==> src/rtl/vga_sync_gen.sv <==
// Raster timing source: beam counters, sync decode and a registered 3-bit-per-channel VGA output stage.
// Define VGA_SYNC_GEN_PIXEL_DIV2_EN to run one pixel every two clocks via an internal pixel enable.
module vga_sync_gen #(
    parameter int H_VISIBLE   = 640,
    parameter int H_FRONT     = 16,
    parameter int H_SYNC      = 96,
    parameter int H_BACK      = 48,
    parameter int V_VISIBLE   = 480,
    parameter int V_FRONT     = 10,
    parameter int V_SYNC      = 2,
    parameter int V_BACK      = 33,
    parameter bit SYNC_ACTIVE = 1'b0
) (
    input  logic       i_clk,
    input  logic       i_reset,
    output logic [9:0] o_hpos,
    output logic [9:0] o_vpos,
    output logic       o_visible,
    output logic       o_line_start,
    output logic       o_frame_start,
    input  logic [7:0] i_r,
    input  logic [7:0] i_g,
    input  logic [7:0] i_b,
    output logic       o_vga_hsync,
    output logic       o_vga_vsync,
    output logic [2:0] o_vga_r,
    output logic [2:0] o_vga_g,
    output logic [2:0] o_vga_b
);

    localparam int H_TOTAL = H_VISIBLE + H_FRONT + H_SYNC + H_BACK;
    localparam int V_TOTAL = V_VISIBLE + V_FRONT + V_SYNC + V_BACK;

    localparam logic [9:0] H_LAST = 10'(H_TOTAL - 1);
    localparam logic [9:0] V_LAST = 10'(V_TOTAL - 1);
    localparam logic [9:0] H_VIS  = 10'(H_VISIBLE);
    localparam logic [9:0] V_VIS  = 10'(V_VISIBLE);
    localparam logic [9:0] HS_LO  = 10'(H_VISIBLE + H_FRONT);
    localparam logic [9:0] HS_HI  = 10'(H_VISIBLE + H_FRONT + H_SYNC);
    localparam logic [9:0] VS_LO  = 10'(V_VISIBLE + V_FRONT);
    localparam logic [9:0] VS_HI  = 10'(V_VISIBLE + V_FRONT + V_SYNC);

    logic [9:0] hcount_q, hcount_d;
    logic [9:0] vcount_q, vcount_d;
    logic       hsync_q, hsync_d, hsync_s;
    logic       vsync_q, vsync_d, vsync_s;
    logic [2:0] r_q, r_d, g_q, g_d, b_q, b_d;
    logic       visible_s;
    logic       pix_tick_s;

`ifdef VGA_SYNC_GEN_PIXEL_DIV2_EN
    logic pix_en_q;

    // Pixel enable alternates every clock so each pixel spans two clocks.
    always_ff @(posedge i_clk or posedge i_reset) begin
        if (i_reset) begin
            pix_en_q <= 1'b0;
        end else begin
            pix_en_q <= ~pix_en_q;
        end
    end

    assign pix_tick_s = pix_en_q;
`else
    assign pix_tick_s = 1'b1;
`endif

    assign visible_s     = (hcount_q < H_VIS) && (vcount_q < V_VIS);
    assign o_hpos        = hcount_q;
    assign o_vpos        = vcount_q;
    assign o_visible     = visible_s;
    assign o_line_start  = (hcount_q == 10'd0);
    assign o_frame_start = (hcount_q == 10'd0) && (vcount_q == 10'd0);

    // Beam counters: vcount steps only on the hcount wrap, both wrap on the same tick.
    always_comb begin
        hcount_d = hcount_q;
        vcount_d = vcount_q;
        if (pix_tick_s) begin
            if (hcount_q == H_LAST) begin
                hcount_d = 10'd0;
                if (vcount_q == V_LAST) begin
                    vcount_d = 10'd0;
                end else begin
                    vcount_d = vcount_q + 10'd1;
                end
            end else begin
                hcount_d = hcount_q + 10'd1;
            end
        end else begin
            hcount_d = hcount_q;
        end
    end

    // Sync windows decoded from the current beam position.
    always_comb begin
        hsync_s = ~SYNC_ACTIVE;
        vsync_s = ~SYNC_ACTIVE;
        if ((hcount_q >= HS_LO) && (hcount_q < HS_HI)) begin
            hsync_s = SYNC_ACTIVE;
        end else begin
            hsync_s = ~SYNC_ACTIVE;
        end
        if ((vcount_q >= VS_LO) && (vcount_q < VS_HI)) begin
            vsync_s = SYNC_ACTIVE;
        end else begin
            vsync_s = ~SYNC_ACTIVE;
        end
    end

    // Output stage next state: colour is forced black outside the active area.
    always_comb begin
        hsync_d = hsync_q;
        vsync_d = vsync_q;
        r_d     = r_q;
        g_d     = g_q;
        b_d     = b_q;
        if (pix_tick_s) begin
            hsync_d = hsync_s;
            vsync_d = vsync_s;
            if (visible_s) begin
                r_d = i_r[7:5];
                g_d = i_g[7:5];
                b_d = i_b[7:5];
            end else begin
                r_d = 3'b000;
                g_d = 3'b000;
                b_d = 3'b000;
            end
        end else begin
            hsync_d = hsync_q;
        end
    end

    // Counter and output-stage registers.
    always_ff @(posedge i_clk or posedge i_reset) begin
        if (i_reset) begin
            hcount_q <= 10'd0;
            vcount_q <= 10'd0;
            hsync_q  <= ~SYNC_ACTIVE;
            vsync_q  <= ~SYNC_ACTIVE;
            r_q      <= 3'b000;
            g_q      <= 3'b000;
            b_q      <= 3'b000;
        end else begin
            hcount_q <= hcount_d;
            vcount_q <= vcount_d;
            hsync_q  <= hsync_d;
            vsync_q  <= vsync_d;
            r_q      <= r_d;
            g_q      <= g_d;
            b_q      <= b_d;
        end
    end

    assign o_vga_hsync = hsync_q;
    assign o_vga_vsync = vsync_q;
    assign o_vga_r     = r_q;
    assign o_vga_g     = g_q;
    assign o_vga_b     = b_q;

endmodule

==> config.mk <==
export PLATFORM = sky130hd
export DESIGN_NAME = vga_sync_gen
export DESIGN_NICKNAME = d
export VERILOG_FILES = /design/src/rtl/vga_sync_gen.sv
export SDC_FILE = /design/constraint.sdc
export NUM_CORES = 1
export LEC_CHECK = 0
export CORE_MARGIN = 8
export CORE_UTILIZATION = 46
export DETAILED_ROUTE_END_ITERATION = 12
export PLACE_DENSITY = 0.85
export SLEW_MARGIN = 20
export SYNTH_ARGS = -nofsm -noshare
export SYNTH_HDL_FRONTEND = slang
export SYNTH_SLANG_ARGS = --single-unit
==> constraint.sdc <==
create_clock -name i_clk -period 2.6 [get_ports i_clk]
set_input_delay 0.39 -clock i_clk [delete_from_list [all_inputs] [get_ports i_clk]]
set_output_delay 0.39 -clock i_clk [all_outputs]
set_load 0.005 [all_outputs]
==> results of run 1 <==
## worst min path at each step
stage | cells past startpoint | to | from
global route | 3 | o_vpos[5]$_DFFE_PP0N_ | i_reset
global placement | 1 | o_vpos[8]$_DFFE_PP0N_ | o_vpos[8]$_DFFE_PP0N_
floorplan | 1 | o_hpos[0]$_DFF_PP0_ | i_reset
CTS | 3 | o_vpos[5]$_DFFE_PP0N_ | i_reset
finish | 3 | o_vpos[5]$_DFFE_PP0N_ | i_reset
detailed placement | 1 | o_vpos[8]$_DFFE_PP0N_ | o_vpos[8]$_DFFE_PP0N_
## registers in the layout (all words and copies together) (netlist names)
signal       flops
o_vga_vsync      1
o_vga_r          3
o_hpos          10
o_vpos          10
o_vga_hsync      1
o_vga_g          3
o_vga_b          3
## routing by layer
layer	vias up	wire (um)	GRT usage
li1	590	-	-
met2	49	1810	0.238
met4	0	30	0.0467
met1	573	1470	0.160
met3	3	343	0.0714
met5	-	0	0
## power breakdown
part / switching (mW) / internal, mW / leakage [nW]
combinational: 0.0167 / 0.0290 / 0.474
clock: 0.162 / 0.131 / 0.0353
sequential: 0.00200 / 0.489 / 0.387
total: 0.181 / 0.649 / 0.897
## logic make-up (layout without fill, tap and decap cells)
group	after synthesis	count (layout)	share of synthesized area
simple gates	64	64	0.269
buf+inv	11	70	0.0329
compound gates	15	15	0.0658
xor+xnor	10	10	0.0590
mux	2	2	0.0152
fa+ha+maj	4	4	0.0337
flops	31	31	0.524
## critical path: stages (launching register included)
cell and delay [ns]:
dfrtp_1 0.42, inv_1 0.08, ha_1 0.15, nand4b_1 0.16
nor4_4 0.30, buf_4 0.16, clkdlybuf4s50_1 0.49
## area by class of cell
| class | count | area [um^2] |
|---|---|---|
| fillers | 254 | 937 |
| flip-flops and latches | 31 | 782 |
| multi-input cells | 95 | 674 |
| repair buffers | 53 | 510 |
| clock buffers | 7 | 55.1 |
| well taps | 44 | 55.1 |
| inverters | 9 | 33.8 |
| clock inverters | 1 | 5.00 |
## timing repair
item	in CTS	in global routing
endpoints found under the setup margin	1	1
gates cloned	0	0
pin swaps	0	2
setup buffers	0	6
gates resized for setup	1	6
## synthesized netlist by cell type, types with 2 or more instances
master / n
a21oi_1: 3
and2_1: 12
and4_1: 2
dfrtp_1: 29
dfstp_2: 2
ha_1: 4
inv_1: 9
nand2_1: 14
nand3_1: 8
nor2_1: 3
nor2b_1: 2
nor3_1: 6
nor3_2: 2
nor3b_1: 2
nor4_1: 2
nor4_2: 2
o21ai_0: 2
o21ai_1: 2
xnor2_1: 4
xor2_1: 6
## per-stage QoR
| stage | setup slack (ns) | std cells | TNS [ns] | instance area, um^2 |
|---|---|---|---|---|
| finish | 0.114 | 240 | 0 | 2120 |
| CTS | 0.0208 | 234 | 0 | 2050 |
| global route | -0.0150 | 240 | -0.0150 | 2120 |
| detailed placement | 0.325 | 226 | 0 | 1990 |
| global placement | 0.341 | 226 | 0 | 1990 |
| floorplan | 0.818 | 137 | 0 | 1480 |
## cells in the final DEF (no fill, tap or decap), drive strengths merged, types with 2 or more instances in the layout
master,netlist,final
clkdlybuf4s50,0,43
dfrtp,29,29
nand2,14,14
and2,12,12
inv,9,9
buf,1,9
nand3,8,8
nor3,8,8
clkbuf,1,7
xor2,6,6
xnor2,4,4
ha,4,4
nor2,4,4
nor4,4,4
o21ai,4,4
a21oi,3,3
and4,3,3
nor2b,2,2
nor3b,2,2
dfstp,2,2
nand4,2,2
a211o,2,2
mux2,2,2
==> flow_summary.yaml, run 1 <==
pwr:
  p_leak_nw: 0.897
  power_mw: 0.830
  cellPowerDensity_nw_per_um2: 392
  peakVddDrop_uv: 287
clock_network:
  cts_sinks: 31
  path_clk_slew_ns: 0.10
  cts_hold_buf: 0
  cts_root_buffer: "clkbuf_4"
  htree_levels: 2
  worst_skew_pair.late_latency_ns: 0.33
  numCtsBuffers: 5
  clk_path_buf_depth: 2
  cts_tree: "yes"
sta:
  clock_skew_ns: 0.0167
  fin_crit_ns: 2.49
  timing.hold.ws_ns: 0.435
  clock.fmax_ghz: 0.402
  period_share: 0.956
  slew_violations: 0
  hold_viol_final: 0
  setup_viol: 0
  slew_headroom: 0.690
  tightest_slew_ns: 0.461
routing:
  drt-total-wl_mm: 3.65
  ant_nets: 0
  dr.pass1.iters: 4
  viasPerCell: 5.06
  drtIter0Drc: 71
  vias: 1215
  drc_errors: 0
  wl_per_cell_um: 15.2
logic_synthesis:
  synth_area_leaders: "dfrtp_1, and2_1, dfstp_2, nand2_1, xor2_1"
  yosys.area.top_type: "dfrtp_1"
  syn_avg_cell_area_um2: 10.8
  syn_nets: 167
  synthCells: 137
  async_reset_ff_frac: 1.00
  yosys.area.top_type_share: 0.489
  synthFlopType: "dfrtp_1"
  netlist_area_um2: 1480
  synth_edf_count: 0
  yosysSeqAreaShare: 0.524
  yosysUniqueCellTypes: 41
  yosys_warnings: 0
  ys_seq_elements: 31
critical_path:
  crit_path_end: "o_line_start"
  critPathLaunchType: "flip-flop"
  r2r_slack_ns: 0.64
  worstSetupPathType: "reg2out"
  path_max_fanout: 4
  cp.required_ns: 2.21
  r2r-start: "o_hpos[0]$_DFF_PP0_"
  crit_start: "o_hpos[0]$_DFF_PP0_"
  reg2reg_depth: 6
  r2r_end: "o_vpos[4]$_DFFE_PP0N_"
  crit_arrival_ns: 2.10
  cp-end-kind: "primary output"
layout:
  final_util: 0.693
  fin_nets: 225
  drive_above_1_share: 0.168
  n_antenna_cell: 0
  synthToLayoutAreaGrowth_pct: 42.6
job:
  maxCapViolations: 0
global_route:
  antenna_found_initial: 0
  grt_pass1_wl_mm: 5.94
  grt-ovfl-total: 0
  grt_max_degree: 32
  grt_use_total: 0.145
  grt_pass1_vias: 1260
place:
  hpwlAfterDp_mm: 2.64
  routabilityCongestion: 0.816
  io_buffer_count: 44
status:
  outcome: "complete, no violations"
die:
  dieArea_um2: 5300
  ios: 60
  die_h_um: 72.8
  initial_core_util: 0.486
  dieWidth_um: 72.8
  core_um2: 3050
  fp-row-count: 20
worst_hold_path:
  hp-class: "in2async"
Note: power is estimated with default switching activity, not from simulation.
==> run 2, diff against run 1 <==
--- a/config.mk
+++ b/config.mk
@@ -6,9 +6,10 @@
 export NUM_CORES = 1
 export LEC_CHECK = 0
 export CORE_MARGIN = 8
-export CORE_UTILIZATION = 46
+export CORE_UTILIZATION = 48
+export CTS_BUF_LIST = sky130_fd_sc_hd__clkbuf_4 sky130_fd_sc_hd__clkbuf_8
 export DETAILED_ROUTE_END_ITERATION = 12
-export PLACE_DENSITY = 0.85
+export PLACE_DENSITY = 0.88
 export SLEW_MARGIN = 20
 export SYNTH_ARGS = -nofsm -noshare
 export SYNTH_HDL_FRONTEND = slang
==> run 2 against run 1 <==
  * Via count rose by 0.66%
  * Fmax increased by 1.3%
  * Sequential share of layout area rose by 0.29 points
  * Clock-buffer cell count grew 1
  * Worst setup slack improved by 0.031 ns
  * Highest routed layer unchanged
  * Clock skew down 0.015 ns
==> flow_summary.yaml, run 2 (synthesis gave the netlist of run 1 again) <==
critical_path:
  r2r_end: "o_vpos[4]$_DFFE_PP0N_"
  path_max_fanout: 5
  slowest_stage: "clkdlybuf4s50_1"
  cp.required_ns: 2.21
  cp_cell_sequence: "inv_1 -> ha_1 -> nand4b_1 -> nor4_4 -> buf_4 -> clkdlybuf4s50_1"
  cp-end-kind: "primary output"
  crit_arrival_ns: 2.07
  r2r_slack_ns: 0.66
  reg2reg_depth: 5
  critPathLaunchType: "flip-flop"
  cpPeakStageDelay_ns: 0.49
  worstSetupPathType: "reg2out"
  r2r-start: "o_hpos[0]$_DFF_PP0_"
die:
  ios: 60
  die_h_um: 71.6
  initial_core_util: 0.494
  dieWidth_um: 71.6
  fp-row-count: 20
  core_um2: 3000
  dieArea_um2: 5130
place:
  hpwlAfterDp_mm: 2.60
  pre_cts_ws_ns: 0.340
  place_area_um2: 1970
  io_buffer_count: 44
  routabilityCongestion: 0.836
sta:
  clock_skew_ns: 0.00182
  grt_setup_unrepaired: "no"
  hold_viol_final: 0
  tightest_slew_ns: 0.469
  fin_crit_ns: 2.46
  timing.hold.ws_ns: 0.420
  slew_violations: 0
  fin_ws_ns: 0.145
  slew_headroom: 0.687
  period_share: 0.944
  clock.fmax_ghz: 0.407
  setup_viol: 0
  setup_tns_ns: 0
pwr:
  cellPowerDensity_nw_per_um2: 414
  peakVddDrop_uv: 248
  power_mw: 0.867
  p_leak_nw: 0.890
clock_network:
  cts_sinks: 31
  numCtsBuffers: 5
  path_clk_slew_ns: 0.09
  cts_hold_buf: 0
  htree_levels: 2
  cts_tree: "yes"
  clk_path_buf_depth: 2
  worst_skew_pair.late_latency_ns: 0.33
  cts_root_buffer: "clkbuf_4"
layout:
  finalInstanceArea_um2: 2100
  drive_above_1_share: 0.155
  fin_nets: 222
  n_antenna_cell: 0
  fillerInstances: 234
  most-common-layout-cells: "clkdlybuf4s50_1, dfrtp_1, nand2_1"
  synthToLayoutAreaGrowth_pct: 41.2
  mostFrequentLayoutCell: "clkdlybuf4s50_1"
job:
  maxCapViolations: 0
routing:
  drtIter0Drc: 54
  drt-total-wl_mm: 3.55
  vias: 1223
  ant_nets: 0
  viasPerCell: 5.41
  wl_per_cell_um: 15.7
  dr.pass1.iters: 4
  drc_errors: 0
global_route:
  grt_pass1_wl_mm: 5.73
  grt_pass1_vias: 1251
  met2_usage: 0.246
  antenna_found_initial: 0
  top_usage_layer: "met2"
  met3_usage: 0.0642
  grt-ovfl-total: 0
  grt_max_degree: 32
  globalRouteMet1Util: 0.148
  grt_use_total: 0.144
worst_hold_path:
  hp-class: "in2async"
status:
  outcome: "complete, no violations"
-- run 2: worst max-delay path: cells and delay by family, from the launching register on --
| family | cells | cell delay (ns) |
|---|---|---|
| flip-flops | 1 | 0.43 |
| AND/OR/NAND/NOR | 2 | 0.44 |
| adder cells (fa/ha/maj) | 1 | 0.15 |
| buffers and inverters | 3 | 0.73 |
-- run 2: where the power goes --
group	internal (mW)	switching, mW	leakage (nW)
Clock	0.169	0.162	0.0420
Sequential	0.489	0.00181	0.388
Combinational	0.0289	0.0157	0.461
Total	0.687	0.180	0.890
-- run 2: worst max-delay path by stage --
stage                             start       endpoint  slack, ns  depth (start not counted)
floorplan           o_hpos[5]$_DFF_PP0_  o_frame_start       0.82                          5
global route        o_hpos[0]$_DFF_PP0_   o_line_start       0.02                          6
finish              o_hpos[0]$_DFF_PP0_   o_line_start       0.14                          6
detailed placement  o_hpos[6]$_DFF_PP0_  o_frame_start       0.34                          5
global placement    o_hpos[6]$_DFF_PP0_  o_frame_start       0.33                          5
CTS                 o_hpos[6]$_DFF_PP0_  o_frame_start       0.02                          5
-- run 2: metal layers --
layer  up-vias  routed length (um)
met5         -                   0
met4         0                  54
met3         8                 262
met2        44                1830
met1       585                1410
li1        586                   -
-- run 2: timing repair --
item | CTS | global route
pin swaps | 0 | 3
gates resized for setup | 1 | 6
setup endpoints to repair | 1 | 1
setup buffers | 0 | 3
-- run 2: final cells by class --
| cell class | instances | area, um^2 | area share |
|---|---|---|---|
| tap | 33 | 41.3 | 0.0197 |
| inverter | 9 | 33.8 | 0.0161 |
| clock buffer | 8 | 72.6 | 0.0346 |
| multi-input combinational | 95 | 679 | 0.324 |
| timing repair buffer | 50 | 488 | 0.233 |
| sequential | 31 | 781 | 0.373 |
-- run 2: metrics by stage --
| stage | cells | util |
|---|---|---|
| final | 226 | 0.698 |
| after global routing | 226 | 0.698 |
| after CTS | 223 | 0.683 |
| after detailed placement | 215 | 0.657 |
| after global placement | 215 | 0.657 |
| after floorplan | 137 | - |
==> run 3, diff against run 2 <==
==> constraint.sdc (replaced) <==
create_clock -name i_clk -period 3.02 [get_ports i_clk]
set_input_delay 0.453 -clock i_clk [delete_from_list [all_inputs] [get_ports i_clk]]
set_output_delay 0.453 -clock i_clk [all_outputs]
set_load 0.005 [all_outputs]
==> run 3 against run 2 <==
  * Clock skew is 0.0097 ns higher
  * Critical path type unchanged
  * Flip-flop and latch count unchanged
  * Non-clock buffer count is 4 lower
  * Critical endpoint is now o_frame_start
  * Sequential power shrank 14%
==> flow_summary.yaml, run 3 (synthesis gave the netlist of run 1 again) <==
status:
  outcome: "complete, no violations"
worst_hold_path:
  hp-class: "reg2reg"
  hold_depth: 1
  min_to: "o_vpos[8]$_DFFE_PP0N_"
  hold_path.startpoint: "o_vpos[8]$_DFFE_PP0N_"
job:
  maxCapViolations: 0
routing:
  vias: 1221
  drt-total-wl_mm: 3.57
  wl_per_cell_um: 16.1
  dr_wl_met3_um: 295
  viasPerCell: 5.50
  dr.max_layer_used: "met4"
  dr.pass1.iters: 4
  ant_nets: 0
  wl_met2_mm: 1.86
  drc_errors: 0
  wl_met1_mm: 1.36
  drtIter0Drc: 59
sta:
  period_share: 0.936
  setup_tns_ns: 0
  setup_viol: 0
  fin_crit_ns: 2.83
  hold_viol_final: 0
  clock.fmax_ghz: 0.354
  tightest_slew_ns: 0.804
  clock_skew_ns: 0.0116
  fin_ws_ns: 0.192
  grt_setup_unrepaired: "no"
  slew_violations: 0
  slew_headroom: 0.463
place:
  io_buffer_count: 44
  pre_cts_ws_ns: 0.618
  routabilityCongestion: 0.820
  place_area_um2: 1970
  hpwlAfterDp_mm: 2.72
layout:
  fillerInstances: 248
  synthToLayoutAreaGrowth_pct: 37.4
  n_antenna_cell: 0
  most-common-layout-cells: "clkdlybuf4s50_1, dfrtp_1, nand2_1"
  mostFrequentLayoutCell: "clkdlybuf4s50_1"
  finalInstanceArea_um2: 2040
  fin_nets: 218
  drive_above_1_share: 0.116
pwr:
  p_clk_frac: 0.384
  cellPowerDensity_nw_per_um2: 369
  internal_power_mw: 0.593
  peakVddDrop_uv: 259
  power.net_switching_mw: 0.159
  switching_share: 0.211
  p_leak_nw: 0.853
  comb_power_share: 0.053
  seqPwrFrac: 0.562
critical_path:
  cp.required_ns: 2.57
  crit_start: "o_hpos[5]$_DFF_PP0_"
  r2r_end: "o_vpos[4]$_DFFE_PP0N_"
  path_max_fanout: 8
  worstSetupPathType: "reg2out"
  cp-end-kind: "primary output"
  r2r-start: "o_hpos[1]$_DFF_PP0_"
  crit_arrival_ns: 2.37
  critPathLaunchType: "flip-flop"
  reg2reg_depth: 5
  r2r_slack_ns: 1.12
global_route:
  grt_use_total: 0.148
  grt_pass1_vias: 1302
  grt_max_degree: 22
  grt_pass1_wl_mm: 5.98
  antenna_found_initial: 0
  grt-ovfl-total: 0
die:
  die_h_um: 71.6
  dieWidth_um: 71.6
  ios: 60
  fp-row-count: 20
  dieArea_um2: 5130
  initial_core_util: 0.494
  core_um2: 3000
clock_network:
  postCtsSetupBuffers: 0
  cts_root_buffer: "clkbuf_4"
  clk_path_buf_depth: 2
  cts_hold_buf: 0
  worst_skew_pair.late_latency_ns: 0.34
  htree_levels: 2
  cts_resized: 0
  numCtsBuffers: 5
  cts_sinks: 31
  path_clk_slew_ns: 0.10
  cts_tree: "yes"
-- run 3: cell types whose count changed in the layout (fill, tap and decap cells not counted), sizes merged --
cell / previous run / this run
clkdlybuf4s50: 43 / 44
dlymetal6s2s: 1 / 0
buf: 6 / 2
-- run 3: per-layer routing --
layer | vias up | GRT usage
met5 | - | 0
met4 | 0 | 0.0612
met3 | 6 | 0.0642
met2 | 41 | 0.259
met1 | 597 | 0.150
li1 | 577 | -
-- run 3: cell type report --
cell class	instances	area, um^2	area share
flip-flops and latches	31	778	0.382
multi-input cells	95	657	0.322
repair buffers	46	455	0.223
clock buffers	8	72.6	0.0356
well taps	33	41.3	0.0203
inverters	9	33.8	0.0166
-- run 3: how the worst max path moves through the flow --
stage / depth (start not counted) / to
floorplan: 5 / o_frame_start
global placement: 5 / o_frame_start
detailed placement: 5 / o_frame_start
CTS: 5 / o_frame_start
global route: 5 / o_frame_start
finish: 5 / o_frame_start
-- run 3: worst max-delay path, stage by stage, from the launching register on --
cell and delay [ns]:
dfrtp_1 0.49, nor2_2 0.27, nand4b_1 0.12, nor4_1 0.37, and4_1 0.27, clkdlybuf4s50_1 0.51
-- run 3: stage by stage --
step | power (mW) | utilization | hold slack (ns) | instances
2_1_floorplan | 0.441 | - | 0.497 | 137
3_3_place_gp | 0.470 | 0.655 | 0.513 | 214
3_5_place_dp | 0.472 | 0.655 | 0.512 | 214
4_1_cts | 0.756 | 0.679 | 0.534 | 222
5_1_grt | 0.773 | 0.679 | 0.570 | 222
6_report | 0.751 | 0.679 | 0.527 | 222
-- run 3: power groups by stage --
stage | logic [mW] | clock network, mW | registers, mW
after floorplan | 0.00995 | 0 | 0.432
after global placement | 0.0397 | 0 | 0.430
after detailed placement | 0.0411 | 0 | 0.431
after CTS | 0.0412 | 0.292 | 0.423
after global routing | 0.0433 | 0.306 | 0.423
final | 0.0400 | 0.289 | 0.423
